<file path="src/rtl/mmio_input_port_pkg.sv">
// Shared register map and defaults for the memory-mapped input port.
// The top level and its bench import these names.
package mmio_input_port_pkg;

  localparam logic [31:0] DEFAULT_BASE_ADDR = 32'h0000_0010;
  localparam int unsigned NUM_REGS          = 4;

  localparam logic [1:0] OFF_STATE   = 2'd0;
  localparam logic [1:0] OFF_PRESS   = 2'd1;
  localparam logic [1:0] OFF_RELEASE = 2'd2;
  localparam logic [1:0] OFF_IRQ_EN  = 2'd3;

endpackage

</file>
<file path="src/rtl/mmio_input_port_debounce_cell.sv">
// One input bit: two-flop synchroniser, stability counter and debounced state.
// The rise/fall pulses are asserted in the cycle before the edge on which state flips.
module mmio_input_port_debounce_cell #(
  parameter int unsigned DEBOUNCE_CYCLES = 16
) (
  input  logic clk_i,
  input  logic rst_i,
  input  logic in_i,
  output logic state_o,
  output logic rise_o,
  output logic fall_o
);

  localparam int unsigned CntW = $clog2(DEBOUNCE_CYCLES);
  localparam logic [CntW-1:0] CntMax = CntW'(DEBOUNCE_CYCLES - 1);

  logic            sync1_q, sync2_q;
  logic [CntW-1:0] cnt_q, cnt_d;
  logic            state_q, state_d;
  logic            flip;

  always_comb begin
    cnt_d   = cnt_q;
    state_d = state_q;
    flip    = 1'b0;
    if (sync2_q == state_q) begin
      cnt_d = '0;
    end else if (cnt_q == CntMax) begin
      // Terminal count: accept the change and restart, so the counter never wraps.
      flip    = 1'b1;
      state_d = ~state_q;
      cnt_d   = '0;
    end else begin
      cnt_d = cnt_q + CntW'(1);
    end
  end

  always_ff @(posedge clk_i) begin
    if (rst_i) begin
      sync1_q <= 1'b0;
      sync2_q <= 1'b0;
      cnt_q   <= '0;
      state_q <= 1'b0;
    end else begin
      sync1_q <= in_i;
      sync2_q <= sync1_q;
      cnt_q   <= cnt_d;
      state_q <= state_d;
    end
  end

  assign state_o = state_q;
  assign rise_o  = flip & ~state_q;
  assign fall_o  = flip & state_q;

endmodule

</file>
<file path="src/rtl/mmio_input_port.sv">
// Memory-mapped debounced button/switch port with W1C press/release latches
// and a level interrupt over enabled press events.
module mmio_input_port
  import mmio_input_port_pkg::*;
#(
  parameter logic [31:0] BASE_ADDR       = DEFAULT_BASE_ADDR,
  parameter int unsigned N_BTN           = 4,
  parameter int unsigned N_SW            = 4,
  parameter int unsigned DEBOUNCE_CYCLES = 16
) (
  input  logic             CLK100MHZ,
  input  logic             RST,
  input  logic [N_BTN-1:0] BTN_IN,
  input  logic [N_SW-1:0]  SW_IN,
  input  logic [31:0]      MEM_ACCESS_ADDRESS_BUS,
  input  logic             MEM_ACCESS_READ_WRN,
  input  logic [31:0]      MEM_ACCESS_DATA_OUT_BUS,
  output logic [31:0]      MEM_ACCESS_DATA_IN_BUS,
  output logic             SEL,
  output logic             IRQ
);

  localparam int unsigned NIn  = N_BTN + N_SW;
  localparam int unsigned OffW = $clog2(NUM_REGS);

  logic [NIn-1:0]  in_vec, state, rise, fall;
  logic [NIn-1:0]  press_q, press_d, release_q, release_d, irq_en_q, irq_en_d;
  logic [NIn-1:0]  wdata, rdata;
  logic            irq_q, irq_d;
  logic [31:0]     offset;
  logic [OffW-1:0] reg_sel;
  logic            wr_en;
  logic            unused_wdata;

  assign in_vec = {SW_IN, BTN_IN};

  for (genvar i = 0; i < NIn; i++) begin : g_cell
    mmio_input_port_debounce_cell #(
      .DEBOUNCE_CYCLES(DEBOUNCE_CYCLES)
    ) u_cell (
      .clk_i  (CLK100MHZ),
      .rst_i  (RST),
      .in_i   (in_vec[i]),
      .state_o(state[i]),
      .rise_o (rise[i]),
      .fall_o (fall[i])
    );
  end

  // Unsigned subtract: addresses below BASE_ADDR wrap high and miss the window.
  assign offset  = MEM_ACCESS_ADDRESS_BUS - BASE_ADDR;
  assign SEL     = (offset[31:OffW] == '0);
  assign reg_sel = offset[OffW-1:0];
  assign wr_en   = SEL & ~MEM_ACCESS_READ_WRN;

  assign wdata        = MEM_ACCESS_DATA_OUT_BUS[NIn-1:0];
  assign unused_wdata = ^MEM_ACCESS_DATA_OUT_BUS[31:NIn];

  always_comb begin
    press_d   = press_q;
    release_d = release_q;
    irq_en_d  = irq_en_q;
    if (wr_en) begin
      case (reg_sel)
        OFF_PRESS:   press_d   = press_q & ~wdata;
        OFF_RELEASE: release_d = release_q & ~wdata;
        OFF_IRQ_EN:  irq_en_d  = wdata;
        default:     ;
      endcase
    end
    // New events are OR-ed in after the clear so a same-edge set wins.
    press_d   = press_d | rise;
    release_d = release_d | fall;
    irq_d     = |(press_d & irq_en_d);
  end

  always_ff @(posedge CLK100MHZ) begin
    if (RST) begin
      press_q   <= '0;
      release_q <= '0;
      irq_en_q  <= '0;
      irq_q     <= 1'b0;
    end else begin
      press_q   <= press_d;
      release_q <= release_d;
      irq_en_q  <= irq_en_d;
      irq_q     <= irq_d;
    end
  end

  always_comb begin
    rdata = '0;
    if (SEL) begin
      case (reg_sel)
        OFF_STATE:   rdata = state;
        OFF_PRESS:   rdata = press_q;
        OFF_RELEASE: rdata = release_q;
        OFF_IRQ_EN:  rdata = irq_en_q;
        default:     rdata = '0;
      endcase
    end
  end

  assign MEM_ACCESS_DATA_IN_BUS = {{(32 - NIn){1'b0}}, rdata};
  assign IRQ                    = irq_q;

endmodule
</file>
<file path="config.mk">
export PLATFORM = sky130hd
export DESIGN_NAME = mmio_input_port
export DESIGN_NICKNAME = d
export VERILOG_FILES = /design/src/rtl/mmio_input_port_pkg.sv /design/src/rtl/mmio_input_port_debounce_cell.sv /design/src/rtl/mmio_input_port.sv
export SDC_FILE = /design/constraint.sdc
export NUM_CORES = 1
export LEC_CHECK = 0
export BUFFER_PORTS_ARGS = -buffer_cell sky130_fd_sc_hd__buf_2
export CORE_MARGIN = 2
export CORE_UTILIZATION = 54
export CTS_BUF_LIST = sky130_fd_sc_hd__clkbuf_8
export DETAILED_ROUTE_END_ITERATION = 10
export PLACE_DENSITY = 0.94
export SYNTH_ARGS = -nofsm -noshare
export SYNTH_HDL_FRONTEND = slang
export SYNTH_SLANG_ARGS = --single-unit
</file>
<file path="constraint.sdc">
create_clock -name CLK100MHZ -period 3.21 [get_ports CLK100MHZ]
set_clock_uncertainty 0.1 [all_clocks]
set_input_delay 0.4815 -clock CLK100MHZ [delete_from_list [all_inputs] [get_ports CLK100MHZ]]
set_output_delay 0.4815 -clock CLK100MHZ [all_outputs]
set_load 0.05 [all_outputs]
</file>
# ---- Word-level counts from Yosys, hierarchy flattened
# Index checks and enable logic that the tools add are counted.
dict set report word_totals {
  in_bits 75
  ff_bits 81
  wordCells 147
}
dict set report op_classes {
  addsub 9
  eq_ne 19
  bitwise 40
  mux 24
  reduce_logical 19
}
# op n
set ops {}
lappend ops {{8-bit 2-to-1 mux} 7}
lappend ops {{4-bit by 1-bit adder with 4-bit output (second input constant)} 8}
lappend ops {{4-bit == test (second input constant)} 8}
lappend ops {{8-bit case mux with 4 select lines} 1}
lappend ops {{32-bit by 5-bit subtractor with 32-bit output (second input constant)} 1}
lappend ops {{30-bit logical NOT} 1}
lappend ops {{8-bit AND} 3}
lappend ops {{3-bit OR reduction} 8}
lappend ops {{1-bit AND} 17}
lappend ops {{1-bit inverter} 17}
lappend ops {{1-bit 2-to-1 mux} 16}
lappend ops {{8-bit bitwise OR} 2}
lappend ops {{2-bit AND reduction} 8}
lappend ops {{1-bit == test} 8}
lappend ops {{8-bit inverter} 1}
lappend ops {{8-bit OR reduction} 1}
lappend ops {{2-bit == test (second input constant)} 2}
lappend ops {{2-bit by 1-bit == test with 1-bit output (second input constant)} 1}
lappend ops {{2-bit logical NOT} 1}

# ---- Logic depth before layout (Yosys ltp)
dict set report depth {
  depth_word 7
  depth_mapped 9
}

# ---- By module
# Synthesis repeated with hierarchy kept, for this count alone.
dict set report unflattened {
  hier_cells 435
  area_unflattened_um2 4087.7
}
# mod n_inst cells_each area_each_um2
set by_module_without_submodules {}
lappend by_module_without_submodules {mmio_input_port_debounce_cell 8 26 274.0}
lappend by_module_without_submodules {mmio_input_port 1 227 1895.6}

# ---- Least setup slack after synthesis
# No wires, ideal clock.
dict set report synth_path {
  kind {in2out}
  startpoint {in MEM_ACCESS_ADDRESS_BUS[15]}
  endpoint {out MEM_ACCESS_DATA_IN_BUS[0]}
  t_required_ns 2.628
  path_stages 7
  path_buffers 1
  path_slack_ns 0.004
  arrival_ns 2.624
  path_cell_list {nor4_4 > nand3_1 > o31ai_2 > nand2_1 > nor4_4 > buf_2 > and2_1}
}
dict set report synth_via {
  elab_chain_cells 3
}
# element line_no
set synth_lines {}
lappend synth_lines {{start: declaration} mmio_input_port.sv:15} ;# input logic [31:0] MEM_ACCESS_ADDRESS_BUS,
lappend synth_lines {{32-bit by 5-bit subtractor with 32-bit output} mmio_input_port.sv:51} ;# assign offset = MEM_ACCESS_ADDRESS_BUS - BASE_ADDR;
lappend synth_lines {{30-bit logical NOT} mmio_input_port.sv:52} ;# assign SEL = (offset[31:OffW] == '0);
lappend synth_lines {{net SEL} mmio_input_port.sv:19} ;# output logic SEL,
lappend synth_lines {{8-bit 2-to-1 mux} mmio_input_port.sv:93} ;# if (SEL) begin
lappend synth_lines {{end: declaration} mmio_input_port.sv:18} ;# output logic [31:0] MEM_ACCESS_DATA_IN_BUS,
# The timed path passes the listed nets, and every way through them passes these cells.

# ---- Worst setup path in the final report
dict set report layout_path {
  startpoint {in MEM_ACCESS_ADDRESS_BUS[8]}
  endpoint {out MEM_ACCESS_DATA_IN_BUS[0]}
}
dict set report layout_via {
  elab_chain_cells 3
}
# element line_no
set layout_lines {}
lappend layout_lines {{32-bit by 5-bit subtractor with 32-bit output} mmio_input_port.sv:51}
lappend layout_lines {{30-bit logical NOT} mmio_input_port.sv:52}
lappend layout_lines {{8-bit 2-to-1 mux} mmio_input_port.sv:93}
# No other way between the ends.

==> flow_summary.json <==
{
  "status": "finished clean",
  "hold_class": "input port to flop",
  "synth_cells": 416,
  "clock_path_buffers": 2,
  "clk_latency_ns": 0.35,
  "post-place-ws_ns": 0.1480,
  "cts_root_buffer": "clkbuf_8",
  "antenna_found_initial": 0,
  "hpwlAfterDp_um": 5816,
  "ys_types": 48,
  "max_freq_ghz": 0.3295,
  "grt_pass1_wl_um": 12750,
  "peakVddDrop_v": 0.0002933,
  "min_period_ns": 3.035,
  "hold_violations": 0,
  "rsz0062_at_grt": "no",
  "syn_to_final_growth_pct": 15.19,
  "max-slew-margin-rel_pct": 49.84,
  "die_w_um": 89.04,
  "drtAntennaViolNets": 0,
  "hold_depth": 2,
  "crit_start": "MEM_ACCESS_ADDRESS_BUS[8]",
  "clk_pin_slew_ns": 0.08,
  "dr.first_iter.drc_count": 223,
  "gp_congestion": 0.8226,
  "drcViolationCount": 0,
  "critPathKind": "input port to output port",
  "r2r-end": "IRQ$_SDFF_PP0_",
  "end_kind": "output port",
  "cts_tree": "done",
  "crit_required_ns": 2.63,
  "worstHoldStart": "BTN_IN[1]",
  "cts_resized": 0,
  "port_buffers": 60,
  "core_area_um2": 7137,
  "synth_seq_cells": 81,
  "dieArea_um2": 7928,
  "antennaDiodeCount": 0,
  "worst-path-max-fanout": 17,
  "fin_ws_ns": 0.1748,
  "seq_area_um2": 1622,
  "syn_area_um2": 3905,
  "grt_max_degree": 43,
  "fin_nets": 567,
  "cp_data_arrival_time_ns": 2.45,
  "htreeDepth": 3,
  "wl_per_cell_um": 13.37,
  "num_vias": 3098,
  "async_flop_share_pct": 0,
  "die_h_um": 89.04,
  "finalCritPeriodShare_pct": 94.55,
  "rows": 31,
  "maxCapViolations": 0,
  "first_pass_iters": 4,
  "reg2reg_slack_ns": 1.42,
  "grt_pass1_vias": 3025,
  "initial_core_util_pct": 54.72,
  "leakage_uw": 0.001806,
  "n_fill_cell": 572,
  "wirelength_um": 7862,
  "yosysWarnings": 0,
  "pwr_density_cell_nw_per_um2": 449.1,
  "grtUsageTotal_pct": 20.69,
  "numCtsBuffers": 9,
  "crit_top_cell": "buf_2",
  "worstReg2RegStart": "g_cell[1].u_cell.cnt_q[0]$_SDFF_PP0_",
  "avgSynthCellArea_um2": 9.387,
  "synth-edff-count": 0,
  "tns_ns": 0,
  "whs_endpoint": "g_cell[1].u_cell.sync1_q$_SDFF_PP0_",
  "finalSetupViolCount": 0,
  "cts_sinks": 81,
  "worstPathCellList": "buf_2, nor3_2, nand3b_1, o31ai_2, nand2_1, nor4_4, buf_12, and2_1, buf_2",
  "synth-seq-area-share_pct": 41.53,
  "cts_hold_buf": 0,
  "postCtsSetupRepairBufs": 0,
  "grt_overflow": 0,
  "io_pins": 109,
  "cp_slowest_cell": "o31ai_2",
  "drive_above_1_share_pct": 23.72,
  "maxSlewViolCount": 0,
  "worst_pin_slew_ns": 0.7524,
  "critPathLaunchType": "input port",
  "via_per_inst": 5.269,
  "critPathMaxStageDelay_ns": 0.33,
  "ff2ff_path_depth": 6,
  "yosys_most_used_dff": "dfxtp_1",
  "multiInputGateArea_um2": 2087
}
[cell usage after synthesis (2+ instances only)]
| library cell | instances | area share (%) |
|---|---|---|
| a21o_1 | 8 | 1.5 |
| a21oi_1 | 14 | 1.8 |
| a22oi_1 | 5 | 0.96 |
| a31oi_1 | 6 | 0.96 |
| and2_1 | 8 | 1.3 |
| buf_1 | 2 | 0.19 |
| buf_4 | 24 | 4.6 |
| clkbuf_1 | 7 | 0.67 |
| dfxtp_1 | 81 | 42 |
| ha_1 | 8 | 2.6 |
| inv_1 | 17 | 1.6 |
| mux2_2 | 5 | 1.4 |
| mux2i_1 | 9 | 2.3 |
| mux4_2 | 8 | 4.6 |
| nand2_1 | 4 | 0.38 |
| nand2b_1 | 27 | 4.3 |
| nand3_1 | 21 | 2.7 |
| nand4_1 | 9 | 1.4 |
| nor2_1 | 71 | 6.8 |
| nor2b_1 | 26 | 4.2 |
| nor3_1 | 2 | 0.26 |
| nor4_1 | 6 | 0.96 |
| nor4_4 | 3 | 1.6 |
| o21ai_0 | 3 | 0.38 |
| o41ai_2 | 2 | 0.83 |
| or2_2 | 4 | 0.64 |
| xnor2_1 | 8 | 1.8 |
| xor2_1 | 8 | 1.8 |
[worst max-delay path by stage]
stage,to
2_1_floorplan,MEM_ACCESS_DATA_IN_BUS[0]
3_3_place_gp,IRQ$_SDFF_PP0_
3_5_place_dp,IRQ$_SDFF_PP0_
4_1_cts,MEM_ACCESS_DATA_IN_BUS[0]
5_1_grt,MEM_ACCESS_DATA_IN_BUS[0]
6_report,MEM_ACCESS_DATA_IN_BUS[0]
[routing by layer]
metal	GRT usage, %	vias to the layer above	wire length [um]	share of wire, %
li1	-	1516	-	-
met5	0	-	0	0
met3	4.801	18	462	5.9
met4	10.31	0	145	1.8
met2	36.57	93	4065	52
met1	23.40	1471	3188	41
[cell families (layout without fill, tap and decap cells)]
family	count (synthesis)	in the layout	share of synthesized area, %
fa+ha+maj	8	8	2.563
flops	81	81	41.53
other cells	1	24	0.09603
simple gates	191	191	27.04
xor+xnor	16	16	3.589
buf+inv	51	101	7.241
compound gates	46	46	9.581
mux	22	22	8.363
[state kept, by name, indices dropped and copies added (netlist names)]
| register | count |
|---|---|
| g_cell.u_cell.sync1_q | 8 |
| release_q | 8 |
| IRQ | 1 |
| press_q | 8 |
| g_cell.u_cell.cnt_q | 32 |
| g_cell.u_cell.sync2_q | 8 |
| irq_en_q | 8 |
| g_cell.u_cell.state_o | 8 |
[cell type report]
class | count | share of cell area (%)
multi-input combinational | 307 | 46.40
sequential | 81 | 36.05
timing repair buffer | 68 | 8.289
clock buffer | 10 | 3.060
tap | 99 | 2.754
clock inverter | 6 | 2.031
inverter | 17 | 1.419
[critical path, delay by kind of cell]
kind                   cells  cell delay [ns]
buffers and inverters      3             0.56
AND/OR/NAND/NOR            5             1.07
AO/OA/AOI/OAI              1             0.33
[cells in the final DEF (no fill, tap or decap), drive strengths merged, types with 3 or more instances in the layout]
master | synthesis | final
dfxtp | 81 | 81
nor2 | 72 | 72
buf | 27 | 68
nand2b | 27 | 27
nor2b | 26 | 26
conb | 1 | 24
nand3 | 21 | 21
inv | 17 | 17
a21oi | 14 | 14
clkbuf | 7 | 10
mux2i | 9 | 9
nand4 | 9 | 9
nor4 | 9 | 9
mux4 | 8 | 8
and2 | 8 | 8
a21o | 8 | 8
xnor2 | 8 | 8
xor2 | 8 | 8
ha | 8 | 8
a31oi | 6 | 6
mux2 | 5 | 5
a22oi | 5 | 5
nand2 | 5 | 5
or2 | 4 | 4
clkinv | 0 | 4
nor3 | 4 | 4
o41ai | 4 | 4
o21ai | 3 | 3
[report_power, final]
group	internal [uW]	leakage, uW	total, uW	switching [uW]
clock	462	0.000116	825	363
sequential	1020	0.000656	1020	6.30
combinational	48.1	0.00103	173	125
[metrics by stage]
stage | hold WS (ns) | util [%] | area (um2) | instances | total power, uW
2_1_floorplan | 0.3138 | - | 3991 | 439 | 1184
3_3_place_gp | 0.3171 | 59.82 | 4269 | 572 | 1212
3_5_place_dp | 0.3204 | 59.82 | 4269 | 572 | 1218
4_1_cts | 0.2292 | 63.03 | 4498 | 588 | 2034
5_1_grt | 0.2337 | 63.03 | 4498 | 588 | 2091
6_report | 0.2396 | 63.03 | 4498 | 588 | 2020
Power figures use the tool's default switching activity.
